$ cat config.mk
export PLATFORM = sky130hd
export DESIGN_NAME = env_gen
export DESIGN_NICKNAME = d
export VERILOG_FILES = /design/src/rtl/env_gen.sv
export SDC_FILE = /design/constraint.sdc
export NUM_CORES = 1
export LEC_CHECK = 0
export BUFFER_PORTS_ARGS = -buffer_cell sky130_fd_sc_hd__buf_2
export CORE_UTILIZATION = 40
export DETAILED_ROUTE_END_ITERATION = 6
export HOLD_SLACK_MARGIN = 0.03
export PLACE_DENSITY = 0.65
export SYNTH_ARGS = -nofsm -noshare
export SYNTH_HDL_FRONTEND = slang
export SYNTH_SLANG_ARGS = --single-unit
$ cat constraint.sdc
create_clock -name clk_i -period 4.65 [get_ports clk_i]
set_input_delay 1.1625 -clock clk_i [delete_from_list [all_inputs] [get_ports clk_i]]
set_output_delay 1.1625 -clock clk_i [all_outputs]
set_load 0.1 [all_outputs]
$ cat src/rtl/env_gen.sv
// -----------------------------------------------------------------------------
// env_gen -- ADSR envelope generator
//
// Purpose:
//   Produces a W-bit envelope level that walks through the phases
//   IDLE -> ATTACK -> DECAY -> SUSTAIN -> RELEASE -> IDLE.
//   The level steps only on cycles where the rate strobe tick_i is high.
//   Gate edges change the phase without waiting for a tick.
//   Every output is driven directly by a flop.
//
// Ports:
//   clk_i         in   1  system clock, rising edge
//   reset_n       in   1  asynchronous active-low reset
//   tick_i        in   1  one-cycle rate strobe; level steps only when high
//   gate_i        in   1  note gate (1 = key held, 0 = key released)
//   attack_step   in   W  increment per tick in ATTACK (0 = jump to full scale)
//   decay_step    in   W  decrement per tick in DECAY (0 = jump to sustain)
//   sustain_lvl   in   W  level held in SUSTAIN (followed every cycle)
//   release_step  in   W  decrement per tick in RELEASE (0 = jump to 0)
//   env_o         out  W  registered envelope level
//   state_o       out  3  phase: IDLE=0 ATTACK=1 DECAY=2 SUSTAIN=3 RELEASE=4
//   busy_o        out  1  high in every phase except IDLE
//   done_o        out  1  one-cycle pulse when RELEASE reaches level 0
//
// Handshake:
//   There is no valid/ready pair. tick_i is a qualifier, not a handshake.
//   On each tick_i cycle the block samples the step and sustain inputs.
//   It makes at most one level step, and env_o shows the result one clock later.
//   A gate-driven phase change in the same cycle takes priority over the step.
//
// Configuration macro: ENV_GEN_RETRIG_EN
//   Defined   : gate_i=1 in RELEASE re-enters ATTACK from the current level.
//   Undefined : gate_i=1 in RELEASE is ignored until the release finishes.
//               A gate that is still high then restarts ATTACK from 0.
// -----------------------------------------------------------------------------
module env_gen #(
  parameter int W = 8
) (
  input  logic         clk_i,
  input  logic         reset_n,
  input  logic         tick_i,
  input  logic         gate_i,
  input  logic [W-1:0] attack_step,
  input  logic [W-1:0] decay_step,
  input  logic [W-1:0] sustain_lvl,
  input  logic [W-1:0] release_step,
  output logic [W-1:0] env_o,
  output logic [2:0]   state_o,
  output logic         busy_o,
  output logic         done_o
);

  typedef enum logic [2:0] {
    S_IDLE    = 3'd0,
    S_ATTACK  = 3'd1,
    S_DECAY   = 3'd2,
    S_SUSTAIN = 3'd3,
    S_RELEASE = 3'd4
  } state_t;

  localparam logic [W-1:0] FULL = {W{1'b1}};

  state_t       r_state;
  state_t       w_state_nxt;
  logic [W-1:0] r_level;
  logic [W-1:0] w_level_nxt;
  logic         r_busy;
  logic         w_busy_nxt;
  logic         r_done;
  logic         w_done_nxt;

  // Retrigger request: a held gate during RELEASE. It is tied off when the
  // feature is not built in, so RELEASE always runs to completion.
  logic w_retrig;
`ifdef ENV_GEN_RETRIG_EN
  assign w_retrig = gate_i;
`else
  assign w_retrig = 1'b0;
`endif

  // ---------------------------------------------------------------------------
  // Candidate levels for one tick in each stepping phase.
  // ---------------------------------------------------------------------------

  // ATTACK: W+1-bit sum so a carry is seen as saturation, not as wrap-around.
  logic [W:0]   w_att_sum;
  logic         w_att_sat;
  logic [W-1:0] w_att_lvl;
  assign w_att_sum = {1'b0, r_level} + {1'b0, attack_step};
  assign w_att_sat = (attack_step == '0) || (w_att_sum >= {1'b0, FULL});
  assign w_att_lvl = w_att_sat ? FULL : w_att_sum[W-1:0];

  // DECAY: bit W of the difference flags an underflow.
  // The floor is sustain_lvl. Reaching the floor (or stepping past it) ends
  // DECAY. If sustain_lvl was raised above the current level, the level
  // snaps up to it.
  logic [W:0]   w_dec_diff;
  logic         w_dec_hit;
  logic [W-1:0] w_dec_lvl;
  assign w_dec_diff = {1'b0, r_level} - {1'b0, decay_step};
  assign w_dec_hit  = (decay_step == '0) || w_dec_diff[W] ||
                      (w_dec_diff[W-1:0] <= sustain_lvl);
  assign w_dec_lvl  = w_dec_hit ? sustain_lvl : w_dec_diff[W-1:0];

  // RELEASE: same underflow trick, with a floor of 0.
  logic [W:0]   w_rel_diff;
  logic         w_rel_hit;
  logic [W-1:0] w_rel_lvl;
  assign w_rel_diff = {1'b0, r_level} - {1'b0, release_step};
  assign w_rel_hit  = (release_step == '0) || w_rel_diff[W] ||
                      (w_rel_diff[W-1:0] == '0);
  assign w_rel_lvl  = w_rel_hit ? '0 : w_rel_diff[W-1:0];

  // ---------------------------------------------------------------------------
  // Process 1: state and output registers.
  // ---------------------------------------------------------------------------
  always_ff @(posedge clk_i or negedge reset_n) begin
    if (!reset_n) begin
      r_state <= S_IDLE;
      r_level <= '0;
      r_busy  <= 1'b0;
      r_done  <= 1'b0;
    end else begin
      r_state <= w_state_nxt;
      r_level <= w_level_nxt;
      r_busy  <= w_busy_nxt;
      r_done  <= w_done_nxt;
    end
  end

  // ---------------------------------------------------------------------------
  // Process 2: next-state logic.
  // A falling gate is checked before tick_i, so it wins over a same-cycle tick.
  // ---------------------------------------------------------------------------
  always_comb begin
    w_state_nxt = r_state;
    unique case (r_state)
      S_IDLE: begin
        if (gate_i) w_state_nxt = S_ATTACK;
      end
      S_ATTACK: begin
        if (!gate_i)                   w_state_nxt = S_RELEASE;
        else if (tick_i && w_att_sat)  w_state_nxt = S_DECAY;
      end
      S_DECAY: begin
        if (!gate_i)                   w_state_nxt = S_RELEASE;
        else if (tick_i && w_dec_hit)  w_state_nxt = S_SUSTAIN;
      end
      S_SUSTAIN: begin
        if (!gate_i)                   w_state_nxt = S_RELEASE;
      end
      S_RELEASE: begin
        if (w_retrig)                  w_state_nxt = S_ATTACK;
        else if (tick_i && w_rel_hit)  w_state_nxt = S_IDLE;
      end
      default: w_state_nxt = S_IDLE;
    endcase
  end

  // ---------------------------------------------------------------------------
  // Process 3: next values for the registered outputs.
  // The level moves only on the paths that do not change phase because of the
  // gate. On a gate-driven change the level is held.
  // ---------------------------------------------------------------------------
  always_comb begin
    w_level_nxt = r_level;
    w_done_nxt  = 1'b0;
    unique case (r_state)
      S_IDLE: begin
        // ATTACK always starts from 0, even if a reset left stale data.
        w_level_nxt = '0;
      end
      S_ATTACK: begin
        if (gate_i && tick_i) w_level_nxt = w_att_lvl;
      end
      S_DECAY: begin
        if (gate_i && tick_i) w_level_nxt = w_dec_lvl;
      end
      S_SUSTAIN: begin
        // Follows sustain_lvl every cycle, with no tick needed.
        if (gate_i) w_level_nxt = sustain_lvl;
      end
      S_RELEASE: begin
        if (!w_retrig && tick_i) begin
          w_level_nxt = w_rel_lvl;
          w_done_nxt  = w_rel_hit;
        end
      end
      default: begin
        w_level_nxt = '0;
      end
    endcase
    w_busy_nxt = (w_state_nxt != S_IDLE);
  end

  assign env_o   = r_level;
  assign state_o = r_state;
  assign busy_o  = r_busy;
  assign done_o  = r_done;

endmodule

==> results of run 1 <==
==> cells by family after synthesis <==
kind of cell | count (synthesis) | synth area share, %
AO/OA/AOI/OAI | 93 | 30.1
XOR/XNOR | 15 | 6.14
adder cells (fa/ha/maj) | 35 | 21.5
buffers and inverters | 35 | 6.49
flip-flops | 13 | 15.2
multiplexers | 4 | 2.11
AND/OR/NAND/NOR | 74 | 18.5
==> per-layer routing <==
layer	track usage (%)	vias to the layer above	share of wire [%]
li1	-	1134	-
met1	29.1	1108	44
met2	38.2	92	49
met3	3.08	9	5.7
met4	4.53	0	1.3
met5	0	-	0
==> how the worst max path moves through the flow <==
stage                                      end  slack [ns]  cells past startpoint
after floorplan           env_o[4]$_DFFE_PN0P_      0.0003                     18
after global placement    env_o[4]$_DFFE_PN0P_       -0.11                     19
after detailed placement  env_o[4]$_DFFE_PN0P_       -0.25                     19
after CTS                 env_o[4]$_DFFE_PN0P_       0.001                     19
after global routing      env_o[4]$_DFFE_PN0P_       0.004                     19
final                     env_o[4]$_DFFE_PN0P_        0.11                     19
==> stage by stage <==
step	area [sq um]	std cells
finish	2660	401
global route	2660	401
CTS	2580	398
detailed placement	2530	394
global placement	2530	394
floorplan	2140	269
==> repair_timing <==
action	in CTS	in global routing
gates resized for setup	0	10
setup endpoints to repair	0	6
hold buffers	0	0
endpoints found under the hold margin	0	0
buffers inserted	0	3
==> critical path: stages <==
cell      delay, ns
buf_6          0.09
inv_2          0.07
ha_4           0.20
nor2b_4        0.12
o31a_1         0.26
o21a_1         0.19
o21a_1         0.18
o21a_1         0.18
or3_4          0.33
and2_4         0.17
ha_4           0.21
nand4_1        0.10
o22ai_1        0.08
a41o_1         0.22
a211oi_2       0.23
nor2b_4        0.20
mux2_4         0.30
a222oi_1       0.26
a21oi_1        0.10
==> state kept, by name (all words and copies together) (netlist names) <==
name,count
busy_o,1
done_o,1
env_o,8
state_o,3
==> report_power, final <==
part | internal (mW) | leakage, nW | switching (mW)
sequential | 0.133 | 0.174 | 0.0398
combinational | 0.263 | 1.11 | 0.457
clock | 0.0606 | 0.0228 | 0.0426
total | 0.456 | 1.31 | 0.539
==> placed cells by master, fill, tap and decap left out, types with 2 or more instances in the layout <==
master and instances:
a41oi_1 2, a211oi_2 3, o21bai_1 2, ha_1 29, clkbuf_8 3, and3_1 2
a22o_1 3, nor4_1 6, a31oi_1 7, or2_2 2, xnor2_1 9, fa_1 3
buf_4 12, buf_2 47, inv_1 30, o211ai_1 6, nor2_1 14, buf_6 2
mux2i_1 3, nand4_1 2, o311a_1 2, nor3_1 5, ha_4 3, nor2b_1 5
dfrtp_1 13, xor2_1 6, o21ai_0 16, nand2_1 13, a21oi_1 20, nor3b_1 2
a211oi_1 2, o22ai_1 4, nand3b_1 3, nand3_1 10, o21a_1 5, nor2b_4 2
nand2b_1 2, a21o_1 6
==> layout make-up <==
cell class,count,area [sq um]
tap,70,87.6
fill,524,2480
multi-input combinational,221,1730
timing repair buffer,62,353
clock buffer,4,45.0
inverter,31,116
sequential,13,325
==> impl_metrics.tcl, run 1 <==
set metrics [dict create \
    status "finished clean" \
    synth_area_leaders "ha_1, dfrtp_1, inv_1, a21oi_1, o21ai_0" \
    clock.fmax_mhz 220 \
    ys_seq_elements 13 \
    grt_pass1_vias 2056 \
    netlist_area_sq_um 2140 \
    period_needed_ns 4.54 \
    gp_congestion 0.891 \
    cp.required_ns 4.77 \
    tns_ns 0 \
    initial_core_util_pct 41.6 \
    synth_top_cell_area_share_pct 18.7 \
    coreArea_sq_um 5140 \
    ys_top_cells_by_count "ha_1, inv_1, a21oi_1" \
    ys.flop_type "dfrtp_1" \
    die-area_sq_um 5650 \
    max-cap-violations 0 \
    r2r_start "env_o[0]$_DFFE_PN0P_" \
    htreeDepth 1 \
    whs_path_depth 1 \
    min_to "busy_o$_DFF_PN0_" \
    clock_skew_ns 0.00272 \
    ys_types 55 \
    avgSynthCellArea_sq_um 7.95 \
    rr_endpoint "env_o[4]$_DFFE_PN0P_" \
    area_growth_pct 24.3 \
    cp-startpoint "decay_step[1]" \
    die-height_um 75.1 \
    ir_drop_mv 0.206 \
    path_clk_slew_ns 0.06 \
    finalHoldViolCount 0 \
    n_antenna_cell 0 \
    final_core_util_pct 51.8 \
    clock_latency_ns 0.24 \
    antenna_found_initial 0 \
    ios 49 \
    r2r_cells 17 \
    ant_nets 0 \
    port_buffers 48 \
    clock_path_buffers 2 \
    synthCells 269 \
    yosysTopAreaCell "ha_1" \
    p_leak_nw 1.31 \
    wl_per_cell_um 15.2 \
    crit_type "in2reg" \
    cts_tree "built" \
    avgViaCountPerCell 5.84 \
    timing.final.crit_share_pct 97.7 \
    r2r_setup_slack_ns 0.64 \
    worstHoldStart "state_o[2]$_DFF_PN0_" \
    remaining_drc_errors 0 \
    fp.dieW_um 75.1 \
    clkSinkCount 13 \
    yosysWarnings 0 \
    post-synth-top-count-cell "ha_1" \
    hpwl_um 4940 \
    finalSetupViolations 0 \
    fin_ws_ns 0.109 \
    core.rowCount 26 \
    drv_slew 0 \
    slew_headroom_pct 44.0 \
    synth_sequential_area_ratio_pct 15.2 \
    grt-ovfl-total 0 \
    hp-class "reg2reg" \
    p_per_area_nw_per_um2 374 \
    syn_nets 340 \
    root_buffer "clkbuf_8" \
    numCtsBuffers 3 \
    final_net_count 403 \
    power_uw 995 \
    drt_iter0_markers 147 \
    crit_path_start_kind "input pin" \
    rsz0062_at_grt "no" \
    synth-edff-count 0 \
    grt_max_degree 14 \
    grt.total_usage_pct 22.0 \
    dr.pass1.iters 4 \
    pre_cts_ws_ns -0.250 \
    crit_path_end_kind "register" \
    tightest_slew_ns 0.840 \
    async_flop_share_pct 100 \
    drive_gt1_share_pct 24.8 \
    vias 2343 \
    whs_ns 0.625 \
    path_max_fanout 2 \
    drt-total-wl_um 6080 \
    grt_pass1_wl_um 9470 \
    critPathArrivalTime_ns 4.66 \
]
Power figures use the tool's default switching activity.
==> inputs of run 2 (changes only) <==
--- a/config.mk
+++ b/config.mk
@@ -6,10 +6,12 @@
 export NUM_CORES = 1
 export LEC_CHECK = 0
 export BUFFER_PORTS_ARGS = -buffer_cell sky130_fd_sc_hd__buf_2
+export CELL_PAD_IN_SITES_DETAIL_PLACEMENT = 0
+export CELL_PAD_IN_SITES_GLOBAL_PLACEMENT = 1
 export CORE_UTILIZATION = 40
 export DETAILED_ROUTE_END_ITERATION = 6
 export HOLD_SLACK_MARGIN = 0.03
-export PLACE_DENSITY = 0.65
+export PLACE_DENSITY = 0.84
 export SYNTH_ARGS = -nofsm -noshare
 export SYNTH_HDL_FRONTEND = slang
 export SYNTH_SLANG_ARGS = --single-unit
==> impl_metrics.tcl, run 2 (synthesis gave the netlist of run 1 again) <==
set metrics [dict create \
    htreeDepth 1 \
    layoutNonFillerInstCount 404 \
    port_buffers 48 \
    dr.pass1.iters 4 \
    tightest_slew_ns 0.832 \
    core.rowCount 26 \
    violations "setup timing" \
    ir_drop_mv 0.217 \
    clock_skew_ns 0.00338 \
    dp_cells 395 \
    clkSinkCount 13 \
    cts_tree "built" \
    fin_ws_ns -0.0612 \
    grt.total_usage_pct 23.4 \
    power_frac_clock_pct 10.1 \
    grt_max_degree 14 \
    grt_pass1_wl_um 10200 \
    area_growth_pct 26.9 \
    die-area_sq_um 5650 \
    switching_share_pct 53.9 \
    fp.dieW_um 75.1 \
    seqPwrFrac_pct 16.8 \
    max-cap-violations 0 \
    slew_headroom_pct 44.4 \
    ant_nets 0 \
    clock.fmax_mhz 212 \
    status "finished, violations left" \
    path_clk_slew_ns 0.06 \
    clock_path_buffers 2 \
    root_buffer "clkbuf_8" \
    coreArea_sq_um 5140 \
    mostFrequentLayoutCells "buf_2, inv_1, ha_1, a21oi_1, o21ai_0" \
    drt_iter0_markers 131 \
    power.switching_uw 540 \
    drt-total-wl_um 6160 \
    crit_type "in2reg" \
    finalHoldViolCount 0 \
    n_antenna_cell 0 \
    p_per_area_nw_per_um2 368 \
    grt_pass1_vias 2209 \
    rsz0062_at_grt "yes" \
    layout_commonest_cell "buf_2" \
    ios 49 \
    timing.final.crit_share_pct 101 \
    whs_ns 0.618 \
    grt-ovfl-total 0 \
    gp_congestion 0.914 \
    path_max_fanout 2 \
    finalSetupViolations 3 \
    hp-class "reg2reg" \
    clock_latency_ns 0.24 \
    period_needed_ns 4.71 \
    hpwl_um 4930 \
    avgViaCountPerCell 5.58 \
    numCtsBuffers 3 \
    p_int_uw 461 \
    cp.required_ns 4.77 \
    final_net_count 406 \
    p_leak_nw 1.33 \
    crit_path_end_kind "register" \
    crit_path_start_kind "input pin" \
    initial_core_util_pct 41.6 \
    critPathArrivalTime_ns 4.83 \
    largest_reg_flops 8 \
    drv_slew 0 \
    wl_per_cell_um 15.2 \
    vias 2253 \
    antenna_found_initial 0 \
    drive_gt1_share_pct 26.3 \
    pwr-share-comb_pct 73.0 \
    postCtsHoldBufs 0 \
    die-height_um 75.1 \
    remaining_drc_errors 0 \
]
-- run 2: cell count changes in the layout (fill, tap and decap cells not counted), sizes merged --
cell    before  now
buf         61   65
clkbuf       5    4
-- run 2: layout make-up --
class	instances	area, sq um
clock buffer	4	45.0
fill	510	2420
inverter	31	119
multi-input combinational	221	1740
sequential	13	325
tap	70	87.6
timing repair buffer	65	397
-- run 2: what timing repair did --
action                     CTS  global route
hold endpoints to repair     0             0
setup endpoints to repair    0             8
resized for setup            0            21
buffers inserted             0             5
-- run 2: critical path: stages --
cell	delay, ns
buf_6	0.10
inv_4	0.05
ha_4	0.18
nor2b_4	0.12
o31a_1	0.28
o21a_1	0.20
o21a_1	0.19
o21a_1	0.20
or3_4	0.37
and2_4	0.17
ha_4	0.23
nand4_1	0.10
o22ai_1	0.10
a41o_1	0.22
a211oi_2	0.25
nor2b_4	0.22
mux2_4	0.31
a222oi_1	0.27
a21oi_1	0.10
-- run 2: per-stage QoR --
stage	setup TNS, ns	cell area [sq um]	setup WS [ns]	total power, mW	utilization (%)
floorplan	0	2140	0.000251	0.694	-
global placement	-0.348	2540	-0.106	0.865	49.4
detailed placement	-1.12	2540	-0.228	0.868	49.4
CTS	0	2580	0.0241	0.974	50.3
global route	-0.944	2720	-0.195	1.09	52.8
finish	-0.0719	2720	-0.0612	1.00	52.8
-- run 2: final timing paths --
check | startpoint | endpoint | slack [ns] | cells past startpoint
worst max-delay path | decay_step[1] | env_o[4]$_DFFE_PN0P_ | -0.06 | 19
worst min-delay path | state_o[2]$_DFF_PN0_ | busy_o$_DFF_PN0_ | 0.62 | 1
worst max register to register | env_o[2]$_DFFE_PN0P_ | env_o[4]$_DFFE_PN0P_ | 0.46 | 17
worst min register to register | state_o[2]$_DFF_PN0_ | busy_o$_DFF_PN0_ | 0.62 | 1
max in group asynchronous | reset_n | env_o[1]$_DFFE_PN0P_ | 3.60 | 1
min in group asynchronous | reset_n | state_o[1]$_DFF_PN0_ | 0.81 | 1
-- run 2: power groups by stage --
stage | combinational [mW] | clock, mW | sequential [mW]
2_1_floorplan | 0.391 | 0 | 0.303
3_3_place_gp | 0.697 | 0 | 0.169
3_5_place_dp | 0.698 | 0 | 0.170
4_1_cts | 0.703 | 0.103 | 0.168
5_1_grt | 0.805 | 0.110 | 0.171
6_report | 0.730 | 0.101 | 0.169
-- run 2: metal layers --
metal	track usage, %	vias up	wire (um)
met5	0	-	0
met4	1.44	0	60
met3	3.61	4	316
met2	40.5	62	2950
met1	32.4	1041	2830
li1	-	1146	-
